**src/rtl/seven_segment_scan_driver_pkg.sv**
```systemverilog
// Shared constants for the multiplexed seven-segment display path.
// Segment patterns are active-low, ordered {g,f,e,d,c,b,a}.
package seven_segment_scan_driver_pkg;

  localparam int IDX_W = 2;
  localparam logic [IDX_W-1:0] IDX_LAST = 2'd3;

  localparam logic [6:0] SEG_0     = 7'b1000000;
  localparam logic [6:0] SEG_1     = 7'b1111001;
  localparam logic [6:0] SEG_2     = 7'b0100100;
  localparam logic [6:0] SEG_3     = 7'b0110000;
  localparam logic [6:0] SEG_4     = 7'b0011001;
  localparam logic [6:0] SEG_5     = 7'b0010010;
  localparam logic [6:0] SEG_6     = 7'b0000010;
  localparam logic [6:0] SEG_7     = 7'b1111000;
  localparam logic [6:0] SEG_8     = 7'b0000000;
  localparam logic [6:0] SEG_9     = 7'b0010000;
  localparam logic [6:0] SEG_DASH  = 7'b0111111;
  localparam logic [6:0] SEG_BLANK = 7'b1111111;

endpackage

```
**src/rtl/seven_segment_scan_driver_decode.sv**
```systemverilog
// Combinational BCD nibble to active-low segment pattern.
// Non-decimal nibbles render as a dash so bad input is visible on the display.
module bcd_to_seven_segment
  import seven_segment_scan_driver_pkg::*;
(
  input  logic [3:0] nibble,
  input  logic       blank,
  output logic [6:0] seg
);

  always_comb begin
    seg = SEG_DASH;
    if (blank) begin
      seg = SEG_BLANK;
    end else begin
      case (nibble)
        4'd0:    seg = SEG_0;
        4'd1:    seg = SEG_1;
        4'd2:    seg = SEG_2;
        4'd3:    seg = SEG_3;
        4'd4:    seg = SEG_4;
        4'd5:    seg = SEG_5;
        4'd6:    seg = SEG_6;
        4'd7:    seg = SEG_7;
        4'd8:    seg = SEG_8;
        4'd9:    seg = SEG_9;
        default: seg = SEG_DASH;
      endcase
    end
  end

endmodule

```
**src/rtl/seven_segment_scan_driver.sv**
```systemverilog
// Time-division scan driver for a 4-digit common-anode display showing a
// double-buffered 3-digit BCD value with optional leading-zero blanking.
module seven_segment_scan_driver
  import seven_segment_scan_driver_pkg::*;
#(
  parameter int SCAN_DIV = 50000,
  parameter int GUARD    = 16
) (
  input  logic        clk,
  input  logic        rst,
  input  logic [11:0] BCD_code,
  input  logic        load,
  input  logic        lz_blank_en,
  output logic [3:0]  anode_n,
  output logic [6:0]  seg_n,
  output logic        frame_done
);

  localparam int CNT_W = (SCAN_DIV > 1) ? $clog2(SCAN_DIV) : 1;
  localparam logic [CNT_W-1:0] CNT_TC  = CNT_W'(SCAN_DIV - 1);
  localparam logic [CNT_W-1:0] GUARD_C = CNT_W'(GUARD);

  logic [CNT_W-1:0] slot_cnt;
  logic [IDX_W-1:0] idx;
  logic [11:0]      pending;
  logic [11:0]      display;
  logic             pending_valid;

  logic             tc;
  logic             boundary;
  logic             in_guard;
  logic             digit_blank;
  logic [3:0]       nib;
  logic [6:0]       dec_seg;

  assign tc       = (slot_cnt == CNT_TC);
  assign boundary = tc && (idx == IDX_LAST);
  assign in_guard = (slot_cnt < GUARD_C);

  always_ff @(posedge clk or posedge rst) begin
    if (rst) begin
      slot_cnt <= '0;
      idx      <= '0;
    end else if (tc) begin
      slot_cnt <= '0;
      idx      <= idx + 1'b1;
    end else begin
      slot_cnt <= slot_cnt + 1'b1;
    end
  end

  // load is a one-cycle strobe with no ready: BCD_code is taken whenever
  // load is high. The display register only changes at a frame boundary, and
  // a load landing exactly on the boundary bypasses pending so it shows now.
  always_ff @(posedge clk or posedge rst) begin
    if (rst) begin
      pending       <= 12'h000;
      display       <= 12'h000;
      pending_valid <= 1'b0;
    end else begin
      if (load) begin
        pending <= BCD_code;
      end
      if (boundary) begin
        pending_valid <= 1'b0;
        if (load) begin
          display <= BCD_code;
        end else if (pending_valid) begin
          display <= pending;
        end
      end else if (load) begin
        pending_valid <= 1'b1;
      end
    end
  end

  always_comb begin
    nib         = 4'd0;
    digit_blank = 1'b0;
    case (idx)
      2'd0: nib = display[3:0];
      2'd1: begin
        nib         = display[7:4];
        digit_blank = lz_blank_en && (display[11:4] == 8'h00);
      end
      2'd2: begin
        nib         = display[11:8];
        digit_blank = lz_blank_en && (display[11:8] == 4'h0);
      end
      default: digit_blank = 1'b1;
    endcase
  end

  bcd_to_seven_segment u_decode (
    .nibble (nib),
    .blank  (digit_blank),
    .seg    (dec_seg)
  );

  // Segments are also blanked during the guard so nothing lingers on the bus
  // while the anodes switch over.
  always_ff @(posedge clk or posedge rst) begin
    if (rst) begin
      anode_n    <= 4'b1111;
      seg_n      <= SEG_BLANK;
      frame_done <= 1'b0;
    end else begin
      anode_n    <= (in_guard || digit_blank) ? 4'b1111 : ~(4'b0001 << idx);
      seg_n      <= in_guard ? SEG_BLANK : dec_seg;
      frame_done <= boundary;
    end
  end

endmodule
```
**config.mk**
```make
export PLATFORM = sky130hd
export DESIGN_NAME = seven_segment_scan_driver
export DESIGN_NICKNAME = d
export VERILOG_FILES = /design/src/rtl/seven_segment_scan_driver_pkg.sv /design/src/rtl/seven_segment_scan_driver_decode.sv /design/src/rtl/seven_segment_scan_driver.sv
export SDC_FILE = /design/constraint.sdc
export NUM_CORES = 1
export LEC_CHECK = 0
export BUFFER_PORTS_ARGS = -buffer_cell sky130_fd_sc_hd__buf_2
export CAP_MARGIN = 10
export CORE_UTILIZATION = 40
export CTS_CLUSTER_DIAMETER = 80
export DETAILED_ROUTE_END_ITERATION = 7
export PLACE_DENSITY = 0.62
export REMOVE_ABC_BUFFERS = 1
export SYNTH_ARGS = -nofsm -noshare
export SYNTH_HDL_FRONTEND = slang
export SYNTH_SLANG_ARGS = --single-unit
export TNS_END_PERCENT = 30
```
**constraint.sdc**
```tcl
create_clock -name clk -period 3.2 [get_ports clk]
set_clock_uncertainty 0.1 [all_clocks]
set_input_delay 0 -clock clk [delete_from_list [all_inputs] [get_ports clk]]
set_output_delay 0 -clock clk [all_outputs]
set_load 0.1 [all_outputs]
```
==> results.json, run 1 <==
{
  "status": "completed",
  "seq_area_frac_synth_pct": 54.9,
  "via_count": 1642,
  "portBuffers": 27,
  "required_ns": 3.31,
  "ys_warn_count": 0,
  "setup_ws_ns": 0.663,
  "grt_pass1_wl_um": 7740,
  "slew_headroom_pct": 45.5,
  "cts_buffers": 5,
  "track_usage_pct": 15.3,
  "initial_core_util_pct": 42.0,
  "final_common_cell": "dfrtp_1",
  "leakagePower_nw": 1.44,
  "peakVddDrop_mv": 0.204,
  "rows": 28,
  "fp.dieW_um": 81.6,
  "core_um2": 6030,
  "route.detailed.drc": 0,
  "area_growth_pct": 17.7,
  "cts_sinks": 55,
  "cp_max_fo": 12,
  "cts_buffer_depth": 2,
  "final_core_util_pct": 49.5,
  "clkLatencyLatePin_ns": 0.32,
  "min_period_ns": 2.54,
  "hp-class": "input port to register",
  "drv_slew": 0,
  "fin_nets": 272,
  "root_buffer": "clkbuf_8",
  "fmax_mhz": 394,
  "wl_per_cell_um": 13.8,
  "drive_gt1_share_pct": 32.9,
  "crit_path_end_kind": "register",
  "h-tree-depth": 2,
  "maxCapViolCount": 0,
  "netlist_instances": 201,
  "first_global_vias": 1561,
  "die_h_um": 81.6,
  "startpoint_type": "register",
  "fin_tns_setup_ns": 0,
  "ys_seq_elements": 55,
  "synth_area_per_cell_um2": 12.6,
  "pre_cts_ws_ns": 0.651,
  "grt-ovfl-total": 0,
  "initialDrtViolationCount": 69,
  "tightest_slew_ns": 0.817,
  "diodes": 0,
  "synth_top_cell_by_area": "dfrtp_1",
  "firstDrtPassIters": 5,
  "antenna_found_initial": 0,
  "synth_top_area_share_pct": 43.5,
  "grt_max_degree": 42,
  "cts_setup_buffers": 0,
  "ant_nets": 0,
  "synth.distinct_cells": 36,
  "yosys-top-cells-area": "dfrtp_1 (43%), dfstp_2 (11%), mux2_2 (7.1%)",
  "gp_congestion": 0.781,
  "cellPowerDensity_nw_per_um2": 401,
  "vias_per_cell": 5.12,
  "netlist_area_um2": 2530,
  "dpl.hpwl_um": 3170,
  "arrival_ns": 2.65,
  "cts_tree": "yes",
  "timing.final.crit_share_pct": 79.3,
  "ios": 28,
  "dieArea_um2": 6650,
  "path_class": "register to register",
  "setup_violations": 0,
  "wirelength_um": 4440,
  "mostFrequentLayoutCells": "dfrtp_1 (44), buf_2 (27), mux2_2 (16)",
  "hold_violations": 0,
  "rsz0062_at_grt": "no",
  "clk_pin_slew_ns": 0.11
}
[layer usage]
layer | GRT usage, % | up-vias | wire (um)
li1 | - | 808 | -
met1 | 23.2 | 804 | 2350
met2 | 21.4 | 23 | 1900
met3 | 3.67 | 7 | 120
met4 | 4.74 | 0 | 60
met5 | 0 | - | 0
[Yosys cell counts]
library cell,instances
a2111oi_2,1
a21oi_1,5
a221o_1,1
a222oi_1,4
and2_1,3
and3_1,5
buf_1,1
buf_2,1
buf_6,1
clkbuf_1,2
dfrtp_1,44
dfstp_2,11
ha_1,11
inv_1,5
mux2_2,16
mux2_4,10
nand2_1,11
nand3_1,8
nand4_1,4
nand4b_2,1
nor2_1,14
nor2b_1,3
nor3_1,2
nor4_1,3
nor4_4,1
nor4bb_1,1
o211a_1,1
o21a_1,1
o21ai_0,9
o31ai_1,1
or2_2,2
or3_1,2
or4_1,2
or4_4,1
xnor2_1,6
xor2_1,7
[worst max-delay path: stages (launching register included)]
cell and delay [ns]:
dfrtp_1 0.45, or4_4 0.59, nor4_4 0.34, nand4b_2 0.49
mux2_4 0.46
[kinds of logic (layout without fill, tap and decap cells)]
group	after synthesis	in the layout	synth area share, %
buffers and inverters	10	55	1.83
AO/OA/AOI/OAI	23	23	6.32
adder cells (fa/ha/maj)	11	11	5.43
flip-flops	55	55	54.9
multiplexers	26	26	13.0
XOR/XNOR	13	13	4.50
AND/OR/NAND/NOR	63	63	14.0
[path summary, 6_finish.rpt]
kind                              startpoint       endpoint  slack [ns]  depth (start not counted)
worst max register to register  slot_cnt[11]     display[0]        0.66                          4
worst min register to register   slot_cnt[0]    slot_cnt[0]        0.36                          1
worst min-delay path                    load  pending_valid        0.05                          3
worst max-delay path            slot_cnt[11]     display[0]        0.66                          4
min in group asynchronous                rst     pending[3]        0.28                          3
max in group asynchronous                rst     anode_n[2]        1.93                          4
[through the flow]
stage               hold WS [ns]  instances  power, mW  cell area, um^2
finish                    0.0535        321       1.20             2980
global route              0.0747        321       1.25             2980
CTS                       0.0396        321       1.21             2980
detailed placement         0.127        300      0.778             2750
global placement           0.119        300      0.776             2750
floorplan                 0.0506        196      0.755             2500
[power breakdown]
| group | total, mW | switching, mW | internal (mW) |
|---|---|---|---|
| Clock | 0.421 | 0.254 | 0.167 |
| Combinational | 0.0607 | 0.0287 | 0.0320 |
| Sequential | 0.714 | 0.00344 | 0.710 |
| Total | 1.20 | 0.287 | 0.909 |
[state kept, by name, indices dropped and copies added, names as in the netlist]
name,count
pending_valid,1
idx,2
pending,12
anode_n,4
seg_n,7
slot_cnt,16
display,12
frame_done,1
[area by class of cell]
| type | count | area (um^2) |
|---|---|---|
| clock inverter | 3 | 33.8 |
| multi-input combinational | 136 | 1100 |
| inverter | 5 | 18.8 |
| tap | 75 | 93.8 |
| sequential | 55 | 1390 |
| clock buffer | 5 | 68.8 |
| timing repair buffer | 42 | 280 |
| fill | 560 | 3040 |
[timing repair]
action / in CTS / in global routing
hold buffers: 13 / 0
hold endpoints to repair: 58 / 0
resized for setup: 0 / 0
(Power assumes the default switching activity.)
==> run 2: changes to the inputs <==
--- a/config.mk
+++ b/config.mk
@@ -5,12 +5,13 @@
 export SDC_FILE = /design/constraint.sdc
 export NUM_CORES = 1
 export LEC_CHECK = 0
+export ABC_AREA = 1
 export BUFFER_PORTS_ARGS = -buffer_cell sky130_fd_sc_hd__buf_2
 export CAP_MARGIN = 10
 export CORE_UTILIZATION = 40
 export CTS_CLUSTER_DIAMETER = 80
 export DETAILED_ROUTE_END_ITERATION = 7
-export PLACE_DENSITY = 0.62
+export PLACE_DENSITY = 0.64
 export REMOVE_ABC_BUFFERS = 1
 export SYNTH_ARGS = -nofsm -noshare
 export SYNTH_HDL_FRONTEND = slang
==> constraint.sdc (replaced) <==
create_clock -name clk -period 2.3 [get_ports clk]
set_clock_uncertainty 0.1 [all_clocks]
set_input_delay 0 -clock clk [delete_from_list [all_inputs] [get_ports clk]]
set_output_delay 0 -clock clk [all_outputs]
set_load 0.1 [all_outputs]
==> run 2 against run 1 <==
  * Synthesized cell count is 73% higher
  * Worst hold slack better by 0.083 ns
  * Highest routed layer unchanged
  * Critical path type unchanged
  * Combinational power is 58% higher
  * Die area is 9.9% higher
  * Sequential power is 39% higher
  * Non-clock buffer count is 14 higher
  * Clock power is 38% higher
  * Final area is 12% higher
  * Power is 39% higher
  * Fmax is 22% higher
  * Global-route usage is 2.3 points higher
  * Clock-buffer cell count stayed put
==> results.json, run 2 <==
{
  "drv_slew": 0,
  "rsz0062_at_grt": "no",
  "grt_pass1_wl_um": 10200,
  "clk_pin_slew_ns": 0.11,
  "drive_gt1_share_pct": 14.5,
  "maxCapViolCount": 0,
  "fin_nets": 427,
  "initialDrtViolationCount": 133,
  "ys_seq_elements": 55,
  "initial_core_util_pct": 41.3,
  "arrival_ns": 2.20,
  "r2r_cells": 10,
  "first_global_vias": 2241,
  "ant_nets": 0,
  "die_h_um": 85.5,
  "gp_congestion": 0.914,
  "synth_most_common_cell": "nand2_1",
  "seq_area_frac_synth_pct": 49.8,
  "final_common_cell": "nand2_1",
  "antenna_found_initial": 0,
  "synth_area_per_cell_um2": 8.04,
  "max_stage_delay_ns": 0.46,
  "cts_sinks": 55,
  "synth_top_cell_by_area": "dfrtp_1",
  "ctsResizeCount": 0,
  "status": "completed",
  "cp_max_fo": 6,
  "async_flop_share_pct": 100,
  "tightest_slew_ns": 0.683,
  "portBuffers": 27,
  "placed_area_um2": 2990,
  "ios": 28,
  "clkLatencyLatePin_ns": 0.32,
  "fin_tns_setup_ns": 0,
  "leakagePower_nw": 1.73,
  "route.detailed.drc": 0,
  "hold_ws_ns": 0.136,
  "root_buffer": "clkbuf_8",
  "regToRegEndpoint": "seg_n[3]",
  "wl_per_cell_um": 12.4,
  "hp-class": "input port to register",
  "path_cells": "inv_1 -> ha_1 -> nand2_1 -> nand3_1 -> nand2_1 -> inv_1 -> ha_1 -> nand3b_1 -> nand3_1 -> nand3_1",
  "diodes": 0,
  "h-tree-depth": 2,
  "netlist_area_um2": 2790,
  "dieArea_um2": 7310,
  "grt_max_degree": 56,
  "dpl.hpwl_um": 4020,
  "core_um2": 6760,
  "cts_hold_buffers": 25,
  "path_common_cell": "nand3_1",
  "rows": 30,
  "startpoint_type": "register",
  "synth_top_area_share_pct": 39.5,
  "cts_tree": "yes",
  "setup_violations": 0,
  "mostFrequentLayoutCells": "nand2_1 (122), dfrtp_1 (44), nor2_1 (40)",
  "grt-ovfl-total": 0,
  "ys_warn_count": 0,
  "netlist_instances": 347,
  "holdCritStartpoint": "lz_blank_en",
  "fin_area_um2": 3340,
  "fmax_mhz": 481,
  "path_class": "register to register",
  "cts_buffers": 5,
  "cts_buffer_depth": 2,
  "crit_path_end_kind": "register",
  "timing.final.crit_share_pct": 90.4,
  "wirelength_um": 5940,
  "peakVddDrop_mv": 0.299,
  "pre_cts_ws_ns": 0.260,
  "largest_reg_flops": 16,
  "nFillCells": 639,
  "synth_edf_count": 0,
  "largestRegisters": "slot_cnt: 16 flops, display: 12 flops, pending: 12 flops",
  "dpl.cell_count": 448,
  "hold_violations": 0,
  "regMostFlops": "slot_cnt",
  "required_ns": 2.42,
  "cellPowerDensity_nw_per_um2": 499,
  "min_period_ns": 2.08,
  "timing.rr.start": "idx[0]",
  "via_count": 2388,
  "fp.dieW_um": 85.5,
  "area_growth_pct": 19.7,
  "yosys-top-cells-area": "dfrtp_1 (39%), nand2_1 (16%), dfstp_2 (10%)",
  "hold_depth": 5,
  "cts_setup_buffers": 0,
  "crit_slowest_cell": "dfrtp_1",
  "final_core_util_pct": 49.4,
  "synthTopCellsByCount": "nand2_1 (122), dfrtp_1 (44), nor2_1 (40), inv_1 (30), nand3_1 (26)",
  "fin_cells": 481,
  "regToRegSetupSlack_ns": 0.22,
  "yosys_most_used_dff": "dfrtp_1",
  "slew_headroom_pct": 54.4,
  "firstDrtPassIters": 4,
  "track_usage_pct": 17.6,
  "setup_ws_ns": 0.220,
  "p_total_mw": 1.67,
  "synth.distinct_cells": 24,
  "crit_buf_inv": 2,
  "cp_top_family": "simple AND/OR/NAND/NOR gates",
  "holdPathEnd": "anode_n[3]",
  "vias_per_cell": 4.96
}
run 2: cell count changes after synthesis, moves of 6 or more:
cell,previous run,this run
nor2_1,14,40
nand3_1,8,26
mux2_2,16,0
xnor2_1,6,0
mux2_4,10,0
inv_1,5,30
nand2_1,11,122
nand4_1,4,17
run 2: where the power goes:
part	total [mW]	switching, mW	internal, mW
clock	0.579	0.355	0.225
sequential	0.991	0.00485	0.986
combinational	0.0961	0.0497	0.0464
total	1.67	0.409	1.26
run 2: area by class of cell:
class                   instances  area, um^2  share of cell area (%)
clock buffers                   5        68.8                    2.06
multi-input cells             250        1220                    36.5
flip-flops and latches         55        1390                    41.6
repair buffers                 56         415                    12.4
well taps                      80         100                    3.00
clock inverters                 3        27.5                   0.824
inverters                      32         120                    3.60
run 2: worst register-to-register path: stages (launching register included):
cell and delay [ns]:
dfrtp_1 0.46, inv_1 0.09, ha_1 0.27, nand2_1 0.09
nand3_1 0.09, nand2_1 0.16, inv_1 0.09, ha_1 0.29
nand3b_1 0.17, nand3_1 0.10, nand3_1 0.07
run 2: worst max path at each step:
stage / from / cells past startpoint / slack (ns) / end
2_1_floorplan: idx[0] / 10 / 0.44 / seg_n[3]
6_report: idx[0] / 10 / 0.22 / seg_n[3]
4_1_cts: idx[0] / 10 / 0.23 / seg_n[3]
3_5_place_dp: idx[0] / 10 / 0.26 / seg_n[3]
3_3_place_gp: idx[0] / 10 / 0.35 / seg_n[3]
5_1_grt: idx[0] / 10 / 0.07 / seg_n[3]
run 2: kinds of logic after synthesis:
logic type | after synthesis | share of synthesized area (%)
fa+ha+maj | 11 | 4.93
xor+xnor | 9 | 2.83
buf+inv | 42 | 6.51
flops | 55 | 49.8
compound gates | 10 | 1.79
simple gates | 220 | 34.1
run 2: layer usage:
metal  wire [um]  global-route usage [%]
met3         194                    3.46
met5           0                       0
met2        2830                    29.1
met4          92                    5.45
met1        2820                    23.6
